`src/rtl/iir_seq_ctrl_pkg.sv`:
```
`default_nettype none
// ============================================================================
// Module      : iir_seq_ctrl_pkg
// Description : Word widths, mux select encodings and sequencer state codes
//               shared by the IIR lowpass datapath.
// Revision    : 1.0 - initial release
// ============================================================================
package iir_seq_ctrl_pkg;

    localparam int N = 32;
    localparam int F = 14;

    // Coefficient select (controlS)
    localparam logic [2:0] SEL_ZERO  = 3'd0;
    localparam logic [2:0] SEL_A1    = 3'd1;
    localparam logic [2:0] SEL_A2    = 3'd2;
    localparam logic [2:0] SEL_B0    = 3'd3;
    localparam logic [2:0] SEL_B1    = 3'd4;
    localparam logic [2:0] SEL_B2    = 3'd5;

    // Data select (controlC)
    localparam logic [1:0] SEL_FK1   = 2'd1;
    localparam logic [1:0] SEL_FK2   = 2'd2;
    localparam logic [1:0] SEL_FK    = 2'd3;

    // Addend select (controlZ)
    localparam logic [2:0] SEL_UK    = 3'd1;
    localparam logic [2:0] SEL_YK    = 3'd2;
    localparam logic [2:0] SEL_ACUM1 = 3'd3;
    localparam logic [2:0] SEL_ACUM2 = 3'd4;
    localparam logic [2:0] SEL_ACUM3 = 3'd5;

    localparam logic [2:0] ST_IDLE   = 3'd0;
    localparam logic [2:0] ST_M1     = 3'd1;
    localparam logic [2:0] ST_M2     = 3'd2;
    localparam logic [2:0] ST_M3     = 3'd3;
    localparam logic [2:0] ST_M4     = 3'd4;
    localparam logic [2:0] ST_M5     = 3'd5;
    localparam logic [2:0] ST_SHIFT  = 3'd6;

    typedef enum logic [2:0] {
        S_IDLE  = ST_IDLE,
        S_M1    = ST_M1,
        S_M2    = ST_M2,
        S_M3    = ST_M3,
        S_M4    = ST_M4,
        S_M5    = ST_M5,
        S_SHIFT = ST_SHIFT
    } state_t;

endpackage
`default_nettype wire

```
`src/rtl/iir_seq_ctrl.sv`:
```
`default_nettype none
// ============================================================================
// Module      : iir_seq_ctrl
// Description : Five-step MAC sequencer and state-register bank for the
//               second-order IIR lowpass; the MAC and muxes live outside.
// Revision    : 1.0 - initial release
// ============================================================================
module iir_seq_ctrl
    import iir_seq_ctrl_pkg::*;
(
    input  logic                clk,
    input  logic                reset,
    input  logic                sample_tick,
    input  logic signed [N-1:0] u_in,
    input  logic signed [N-1:0] mac,
    output logic [2:0]          controlS,
    output logic [1:0]          controlC,
    output logic [2:0]          controlZ,
    output logic signed [N-1:0] Uk,
    output logic signed [N-1:0] fk,
    output logic signed [N-1:0] fk1,
    output logic signed [N-1:0] fk2,
    output logic signed [N-1:0] acum1,
    output logic signed [N-1:0] acum2,
    output logic signed [N-1:0] acum3,
    output logic signed [N-1:0] yk,
    output logic                y_valid,
    output logic                busy,
    output logic                overrun
);

    state_t r_state;
    state_t w_next;

    always_ff @(posedge clk) begin
        if (!reset) begin
            r_state <= S_IDLE;
        end else begin
            r_state <= w_next;
        end
    end

    // Outputs depend on r_state only; sample_tick affects just the next state.
    always_comb begin
        w_next   = r_state;
        controlS = SEL_ZERO;
        controlC = SEL_ZERO[1:0];
        controlZ = SEL_ZERO;
        busy     = 1'b1;
        y_valid  = 1'b0;
        case (r_state)
            S_IDLE: begin
                busy = 1'b0;
                if (sample_tick) w_next = S_M1;
            end
            S_M1: begin
                controlS = SEL_A1;
                controlC = SEL_FK1;
                controlZ = SEL_UK;
                w_next   = S_M2;
            end
            S_M2: begin
                controlS = SEL_A2;
                controlC = SEL_FK2;
                controlZ = SEL_ACUM1;
                w_next   = S_M3;
            end
            S_M3: begin
                controlS = SEL_B0;
                controlC = SEL_FK;
                w_next   = S_M4;
            end
            S_M4: begin
                controlS = SEL_B1;
                controlC = SEL_FK1;
                controlZ = SEL_ACUM2;
                w_next   = S_M5;
            end
            S_M5: begin
                controlS = SEL_B2;
                controlC = SEL_FK2;
                controlZ = SEL_ACUM3;
                w_next   = S_SHIFT;
            end
            S_SHIFT: begin
                y_valid = 1'b1;
                w_next  = S_IDLE;
            end
            default: begin
                busy   = 1'b0;
                w_next = S_IDLE;
            end
        endcase
    end

    always_ff @(posedge clk) begin
        if (!reset) begin
            Uk      <= '0;
            fk      <= '0;
            fk1     <= '0;
            fk2     <= '0;
            acum1   <= '0;
            acum2   <= '0;
            acum3   <= '0;
            yk      <= '0;
            overrun <= 1'b0;
        end else begin
            if (sample_tick && (r_state != S_IDLE)) overrun <= 1'b1;
            case (r_state)
                S_IDLE:  if (sample_tick) Uk <= u_in;
                S_M1:    acum1 <= mac;
                S_M2:    fk    <= mac;
                S_M3:    acum2 <= mac;
                S_M4:    acum3 <= mac;
                S_M5:    yk    <= mac;
                S_SHIFT: begin
                    fk2 <= fk1;
                    fk1 <= fk;
                end
                default: ;
            endcase
        end
    end

endmodule
`default_nettype wire

```
`config.mk`:
```
export PLATFORM = sky130hd
export DESIGN_NAME = iir_seq_ctrl
export DESIGN_NICKNAME = d
export VERILOG_FILES = /design/src/rtl/iir_seq_ctrl_pkg.sv /design/src/rtl/iir_seq_ctrl.sv
export SDC_FILE = /design/constraint.sdc
export NUM_CORES = 1
export LEC_CHECK = 0
export ABC_AREA = 1
export ABC_CLOCK_PERIOD_IN_PS = 1940
export BUFFER_PORTS_ARGS = -buffer_cell sky130_fd_sc_hd__buf_2
export CAP_MARGIN = 20
export CORE_AREA = 2 2 214 163
export CTS_BUF_LIST = sky130_fd_sc_hd__clkbuf_8
export DETAILED_ROUTE_END_ITERATION = 10
export DIE_AREA = 0 0 216 165
export PLACE_DENSITY = 0.49
export SLEW_MARGIN = 20
export SYNTH_ARGS = -nofsm -noshare
export SYNTH_HDL_FRONTEND = slang
export SYNTH_SLANG_ARGS = --single-unit
```
`constraint.sdc`:
```
create_clock -name clk -period 1.94 [get_ports clk]
set_input_delay 0.388 -clock clk [delete_from_list [all_inputs] [get_ports clk]]
set_output_delay 0.388 -clock clk [all_outputs]
set_load 0.03 [all_outputs]
```
==> results.toml, run 1 <==
[status]
outcome = "complete, no violations"

[detailed_routing]
drcViolationCount = 0
avgViaCountPerCell = 4.34
wl_per_cell_um = 15.4
totalWireLength_um = 34400
drt_iter0_drc = 555
vias = 9658
ant_nets = 0
firstDrtPassIters = 4

[timing]
skew_ns = 0.0236
fmax_mhz = 526
whs_ns = 0.110
rsz0062_at_grt = "yes"
slew_violations = 0
worst_slew_pin_slew_ns = 0.659
finalCritPeriodShare = 0.980
setup_slack_ns = 0.0395
setup_viol = 0
slew_headroom = 0.561
hold_viol = 0
min_period_ns = 1.90

[synth]
synth_most_common_cell = "nor2_1"
synth_top_cell_by_area = "dfxtp_1"
seq_area_frac_synth = 0.523
syn-num-nets = 1482
synth_edf_count = 0
synth_area_per_cell_um2 = 7.03
synth_seq_cells = 260
netlist_top_cells_count = "nor2_1 (425), dfxtp_1 (260), nand2_1 (231)"
async_reset_ff_frac = 0
ys.flop_type = "dfxtp_1"
synth.area.top_cells = "dfxtp_1 (52%), nor2_1 (16%), nand2_1 (8.7%), inv_1 (6.2%), o21ai_0 (4.0%)"
syn-instance-count = 1415
yosysTopAreaCellShare = 0.523
synth_area_mm2 = 0.00995
synth.distinct_cells = 18
yosysWarnings = 0

[critical_path]
cp_max_fo = 5
cp-start-kind = "register"
arrival_ns = 1.51
endpoint_kind = "output port"
rr_endpoint = "fk2[3]"
ff2ff_path_depth = 6
reg2reg_from = "r_state[0]"
critPathKind = "reg2out"
rrSetupSlack_ns = 0.28
worstPathRequired_ns = 1.55

[placed_design]
port_buffers = 333
place_hpwl_um = 23300
post_dp_cell_area_mm2 = 0.0121
dp_slack_ns = 0.218
placed_cells = 2135
gp_congestion = 0.789

[global_route]
grt_pass1_vias = 9084
met3_usage = 0.0630
antenna_found_initial = 1
grt.total_usage = 0.188
grt_max_degree = 92
grt_pass1_wl_um = 52500
use_met2 = 0.306
grt_use_met1 = 0.238
busiest_layer = "met2"
grt-ovfl-total = 0

[die]
coreArea_mm2 = 0.0334
die_w_um = 216
die-area_mm2 = 0.0356
start_util = 0.298
std_cell_rows = 58
ios = 334
die_h_um = 165

[hold_path]
hold_depth = 3
hp-class = "in2reg"
min_to = "fk[5]"
worstHoldStart = "mac[5]"

[clocking]
worstSkewPairLatency_ns = 0.58
ctsHtreeMaxLevel = 2
worst_setup_hold_path_clk_slew_ns = 0.06
cts_tree = "yes"
root_buffer = "clkbuf_8"
cts_buffer_depth = 3
cts_hold_buffers = 0
cts_sinks = 260
cts_buffers = 46

[final_layout]
fin_cells = 2227
fin_area_mm2 = 0.0132
seq_area_mm2 = 0.00522
fillCellCount = 3574
syn2layout_area_growth_pct = 32.8
fin_nets = 1807
antennaDiodeCount = 0
drive_gt1_frac = 0.259
multi_input_area_mm2 = 0.00378

[power_and_ir_drop]
powerDensity_mw_per_mm2 = 1020
ir_drop_v = 0.000412
total_power_mw = 13.5
leakagePower_nw = 7.30

[run]
cap_violations = 0
[final cells by class]
type	instances	area share
inverters	171	0.0492
well taps	450	0.0426
clock buffers	60	0.0625
clock inverters	25	0.00843
flip-flops and latches	260	0.395
multi-input cells	893	0.286
repair buffers	368	0.156
[where the power goes]
part | internal (mW) | switching [mW] | total [mW]
logic | 0.729 | 1.77 | 2.50
registers | 5.68 | 0.227 | 5.91
clock network | 2.77 | 2.34 | 5.11
total | 9.18 | 4.33 | 13.5
[stage by stage]
stage	utilization	setup TNS [ns]
after floorplan	-	0
after global placement	0.362	0
after detailed placement	0.362	0
after CTS	0.393	-0.0274
after global routing	0.396	-0.167
final	0.396	0
[state kept, by name, indices dropped and copies added (netlist names)]
name     flops
yk          32
Uk          32
fk2         32
overrun      1
acum2       32
fk          32
acum1       32
fk1         32
acum3       32
r_state      3
[cells in the final DEF, fill, tap and decap left out, drive strengths merged]
cell and count:
o21ai 131, nor2 429, a21oi 34, nand3 35, inv 189, nand4 32
nand2 232, clkinv 5, clkinvlp 2, buf 368, clkbuf 60, dfxtp 260
[worst max-delay path by stage]
stage,end,depth (start not counted),slack [ns],start
finish,controlC[1],5,0.04,r_state[1]
global route,controlC[1],5,-0.06,r_state[1]
CTS,controlC[1],5,-0.02,r_state[2]
detailed placement,acum3[26],7,0.22,r_state[0]
global placement,fk1[9],6,0.25,r_state[2]
floorplan,controlC[0],3,0.17,r_state[2]
[worst max-delay path, stage by stage, from the launching register on]
cell and delay, ns:
dfxtp_4 0.41, inv_4 0.07, nor2_4 0.15, nand2_2 0.10, nand3_2 0.09, buf_6 0.13
[cell families (layout without fill, tap and decap cells)]
logic type      after synthesis  after routing  synth area share
simple gates                728            728             0.289
buf+inv                     262            624             0.105
flops                       260            260             0.523
compound gates              165            165            0.0830
[metal layers]
layer	wire length, µm	part of all wire
met1	15300	0.45
met2	15600	0.45
met3	2830	0.082
met4	650	0.019
met5	7	0.00020
[what timing repair did]
| action | 4_1_cts | 5_1_grt |
|---|---|---|
| setup buffers | 4 | 4 |
| endpoints found under the setup margin | 9 | 8 |
| gates resized for setup | 28 | 17 |
| hold endpoints to repair | 0 | 0 |
| pin swaps | 3 | 6 |
Note: power is estimated with default switching activity, not from simulation.
==> inputs of run 2 (changes only) <==
==> constraint.sdc (replaced) <==
create_clock -name clk -period 1.94 [get_ports clk]
set_input_delay 0.291 -clock clk [delete_from_list [all_inputs] [get_ports clk]]
set_output_delay 0.291 -clock clk [all_outputs]
set_load 0.03 [all_outputs]
==> results.toml, run 2 (synthesis gave the netlist of run 1 again) <==
[global_route]
grt_pass1_wl_um = 53000
grt_pass1_vias = 9199
grt-ovfl-total = 0
grt_max_degree = 155
grt.total_usage = 0.189
antenna_found_initial = 0

[placed_design]
dp_slack_ns = 0.238
place_hpwl_um = 23400
gp_congestion = 0.811
port_buffers = 333

[final_layout]
antennaDiodeCount = 0
syn2layout_area_growth_pct = 32.1
layout_common_cells = "nor2_1 (424), buf_2 (326), dfxtp_1 (257)"
drive_gt1_frac = 0.255
fillCellCount = 3629
fin_nets = 1809
final_common_cell = "nor2_1"

[critical_path]
cp-start-kind = "register"
arrival_ns = 1.57
rrSetupSlack_ns = 0.32
rr_endpoint = "fk2[10]"
ff2ff_path_depth = 6
reg2reg_from = "r_state[1]"
endpoint_kind = "output port"
worstPathRequired_ns = 1.65
critPathKind = "reg2out"
cp_max_fo = 9

[die]
ios = 334
die_w_um = 216
std_cell_rows = 58
start_util = 0.298
die_h_um = 165
die-area_mm2 = 0.0356
coreArea_mm2 = 0.0334

[run]
cap_violations = 0

[detailed_routing]
totalWireLength_um = 34500
drt_iter0_drc = 634
drcViolationCount = 0
firstDrtPassIters = 7
wl_per_cell_um = 15.5
vias = 9626
avgViaCountPerCell = 4.33
ant_nets = 0

[hold_path]
hp-class = "in2reg"
worstHoldStart = "mac[8]"
hold_depth = 3
min_to = "acum1[8]"

[power_and_ir_drop]
power_switching_mw = 4.30
seq_power_share = 0.433
total_power_mw = 13.6
p_int_mw = 9.31
leakagePower_nw = 7.25
power_switching_share = 0.316
powerDensity_mw_per_mm2 = 1040
p_clk_frac = 0.388
combPwrFrac = 0.179
ir_drop_v = 0.000480

[clocking]
cts_tree = "yes"
root_buffer = "clkbuf_8"
cts_buffers = 45
ctsHtreeMaxLevel = 2
worstSkewPairLatency_ns = 0.57
cts_buffer_depth = 3
cts_sinks = 260
worst_setup_hold_path_clk_slew_ns = 0.07

[timing]
slew_violations = 0
hold_viol = 0
setup_viol = 0
finalCritPeriodShare = 0.959
worst_slew_pin_slew_ns = 0.674
setup_slack_ns = 0.0803
whs_ns = 0.0439
fmax_mhz = 538
min_period_ns = 1.86
slew_headroom = 0.551
skew_ns = 0.0220
rsz0062_at_grt = "yes"
tns_ns = 0

[status]
outcome = "complete, no violations"
-- run 2: area by class of cell --
class | count | area [µm²] | share of cell area
inverter | 171 | 644 | 0.0490
timing repair buffer | 371 | 2040 | 0.155
sequential | 260 | 5220 | 0.397
tap | 450 | 563 | 0.0429
multi-input combinational | 893 | 3750 | 0.285
clock buffer | 55 | 757 | 0.0576
clock inverter | 21 | 173 | 0.0131
-- run 2: power by group through the flow --
stage	Sequential, mW	Combinational [mW]	Clock, mW
floorplan	6.61	0.997	0
detailed placement	6.01	2.42	0
global route	5.94	2.70	5.69
global placement	6.01	2.39	0
CTS	5.90	2.44	5.45
finish	5.90	2.43	5.28
-- run 2: what timing repair did --
action	4_1_cts	5_1_grt
setup buffers	2	5
endpoints found under the setup margin	9	7
hold buffers	5	0
endpoints found under the hold margin	16	0
pin swaps	0	1
gates resized for setup	11	10
-- run 2: worst max-delay path by stage --
| stage | from | endpoint | slack [ns] |
|---|---|---|---|
| detailed placement | r_state[2] | fk2[10] | 0.24 |
| floorplan | r_state[2] | controlC[0] | 0.26 |
| CTS | r_state[0] | controlC[1] | 0.007 |
| finish | r_state[0] | controlZ[2] | 0.08 |
| global route | r_state[0] | controlC[0] | -0.02 |
| global placement | r_state[2] | fk2[10] | 0.27 |
-- run 2: per-stage QoR --
step,instances,util,cell area (µm²)
after floorplan,1415,-,9950
after global placement,2133,0.361,12000
after detailed placement,2133,0.361,12000
after CTS,2216,0.392,13100
after global routing,2221,0.394,13100
final,2221,0.394,13100
-- run 2: metal layers --
| metal | global-route usage | vias to the layer above | routed length (µm) |
|---|---|---|---|
| li1 | - | 4955 | - |
| met1 | 0.247 | 4324 | 15800 |
| met2 | 0.301 | 286 | 15300 |
| met3 | 0.0529 | 61 | 2460 |
| met4 | 0.0626 | 0 | 905 |
| met5 | 0 | - | 0 |
-- run 2: worst max-delay path, cell delays in order, from the launching register on --
cell and delay, ns:
dfxtp_4 0.39, nor2_4 0.15, nand2_2 0.14, nand2_1 0.12
clkbuf_4 0.21
==> inputs of run 3 (changes only) <==
Settings changed: RECOVER_POWER from default to 50.
==> results.toml, run 3 (synthesis gave the netlist of run 1 again) <==
[timing]
setup_viol = 0
setup_slack_ns = 0.0866
min_period_ns = 1.85
skew_ns = 0.0207
slew_violations = 0
slew_headroom = 0.486
worst_slew_pin_slew_ns = 0.771
tns_ns = 0
hold_viol = 0
fmax_mhz = 540
rsz0062_at_grt = "yes"
finalCritPeriodShare = 0.955

[die]
std_cell_rows = 58
die-area_mm2 = 0.0356
die_h_um = 165
coreArea_mm2 = 0.0334
ios = 334
start_util = 0.298
die_w_um = 216

[final_layout]
final_common_cell = "nor2_1"
drive_gt1_frac = 0.168
layout_common_cells = "nor2_1 (424), dfxtp_1 (257), nand2_1 (229)"
syn2layout_area_growth_pct = 29.9
fillCellCount = 3680
utilization = 0.387
antennaDiodeCount = 0
fin_nets = 1809
fin_cells = 2221

[power_and_ir_drop]
powerDensity_mw_per_mm2 = 1050
total_power_mw = 13.6
leakagePower_nw = 6.61
ir_drop_v = 0.000476

[critical_path]
critPathMaxStageDelay_ns = 0.39
cp_max_fo = 9
slowest_stage = "dfxtp_4"
worstPathRequired_ns = 1.65
rrSetupSlack_ns = 0.17
cp-start-kind = "register"
critPathKind = "reg2out"
crit_chain = "nor2_4, nand2_2, nand2_1, clkbuf_4"
arrival_ns = 1.56
endpoint_kind = "output port"

[detailed_routing]
drt_iter0_drc = 603
drcViolationCount = 0
avgViaCountPerCell = 4.35
totalWireLength_um = 34600
ant_nets = 0
firstDrtPassIters = 5
vias = 9654
wl_per_cell_um = 15.6

[global_route]
grt_pass1_vias = 9199
antenna_found_initial = 0
grt_max_degree = 155
grt_pass1_wl_um = 53000
grt.total_usage = 0.189
grt-ovfl-total = 0

[clocking]
cts_sinks = 260
root_buffer = "clkbuf_8"
worst_setup_hold_path_clk_slew_ns = 0.07
cts_buffer_depth = 3
cts_buffers = 45
worstSkewPairLatency_ns = 0.57
ctsHtreeMaxLevel = 2
cts_tree = "yes"

[placed_design]
gp_congestion = 0.811
placed_cells = 2133
dp_slack_ns = 0.238
place_hpwl_um = 23400
port_buffers = 333

[hold_path]
hp-class = "in2reg"

[status]
outcome = "complete, no violations"

[run]
cap_violations = 0
-- run 3: changes by cell type in the layout (fill, tap and decap cells not counted), sizes merged --
| cell | change |
|---|---|
| clkbuf | +158 |
| buf | -158 |
-- run 3: per-stage QoR --
stage               hold WS, ns  instance area (µm²)
floorplan                 0.426                 9950
global placement          0.449                12000
detailed placement        0.452                12000
CTS                    0.000320                13100
global route             0.0210                12900
finish                   0.0421                12900
-- run 3: area by class of cell --
cell class | count | area (µm²) | area share
Sequential cell | 260 | 5220 | 0.404
Clock buffer | 55 | 757 | 0.0586
Inverter | 171 | 644 | 0.0499
Timing Repair Buffer | 371 | 1820 | 0.141
Multi-Input combinational cell | 893 | 3740 | 0.290
Clock inverter | 21 | 173 | 0.0134
Tap cell | 450 | 563 | 0.0436
-- run 3: final timing paths --
kind,from,endpoint,cells past startpoint
worst max register to register,r_state[1],fk1[21],7
worst min-delay path,mac[17],acum2[17],3
worst max-delay path,r_state[0],controlZ[2],4
worst min register to register,yk[7],yk[7],2
-- run 3: report_power, final --
| group | switching (mW) | internal (mW) |
|---|---|---|
| logic | 1.75 | 0.614 |
| clock network | 2.33 | 2.95 |
| registers | 0.227 | 5.68 |
| total | 4.31 | 9.24 |
-- run 3: per-layer routing --
metal / up-vias / share of wire / global-route usage
met3: 61 / 0.071 / 0.0529
li1: 4958 / - / -
met5: - / 0 / 0
met2: 293 / 0.44 / 0.301
met4: 0 / 0.026 / 0.0626
met1: 4342 / 0.46 / 0.247
-- run 3: worst max-delay path, delay by kind of cell (launching register included) --
| family | cells | cell delay, ns |
|---|---|---|
| and+or+nand+nor | 3 | 0.39 |
| buffers and inverters | 1 | 0.21 |
| DFF | 1 | 0.39 |
-- run 3: what timing repair did --
action                                 4_1_cts  5_1_grt
gates resized for setup                     11       10
buffers inserted                             2        5
pin swaps                                    0        1
endpoints found under the hold margin       16        0
setup endpoints to repair                    9        7
hold buffers                                 5        0
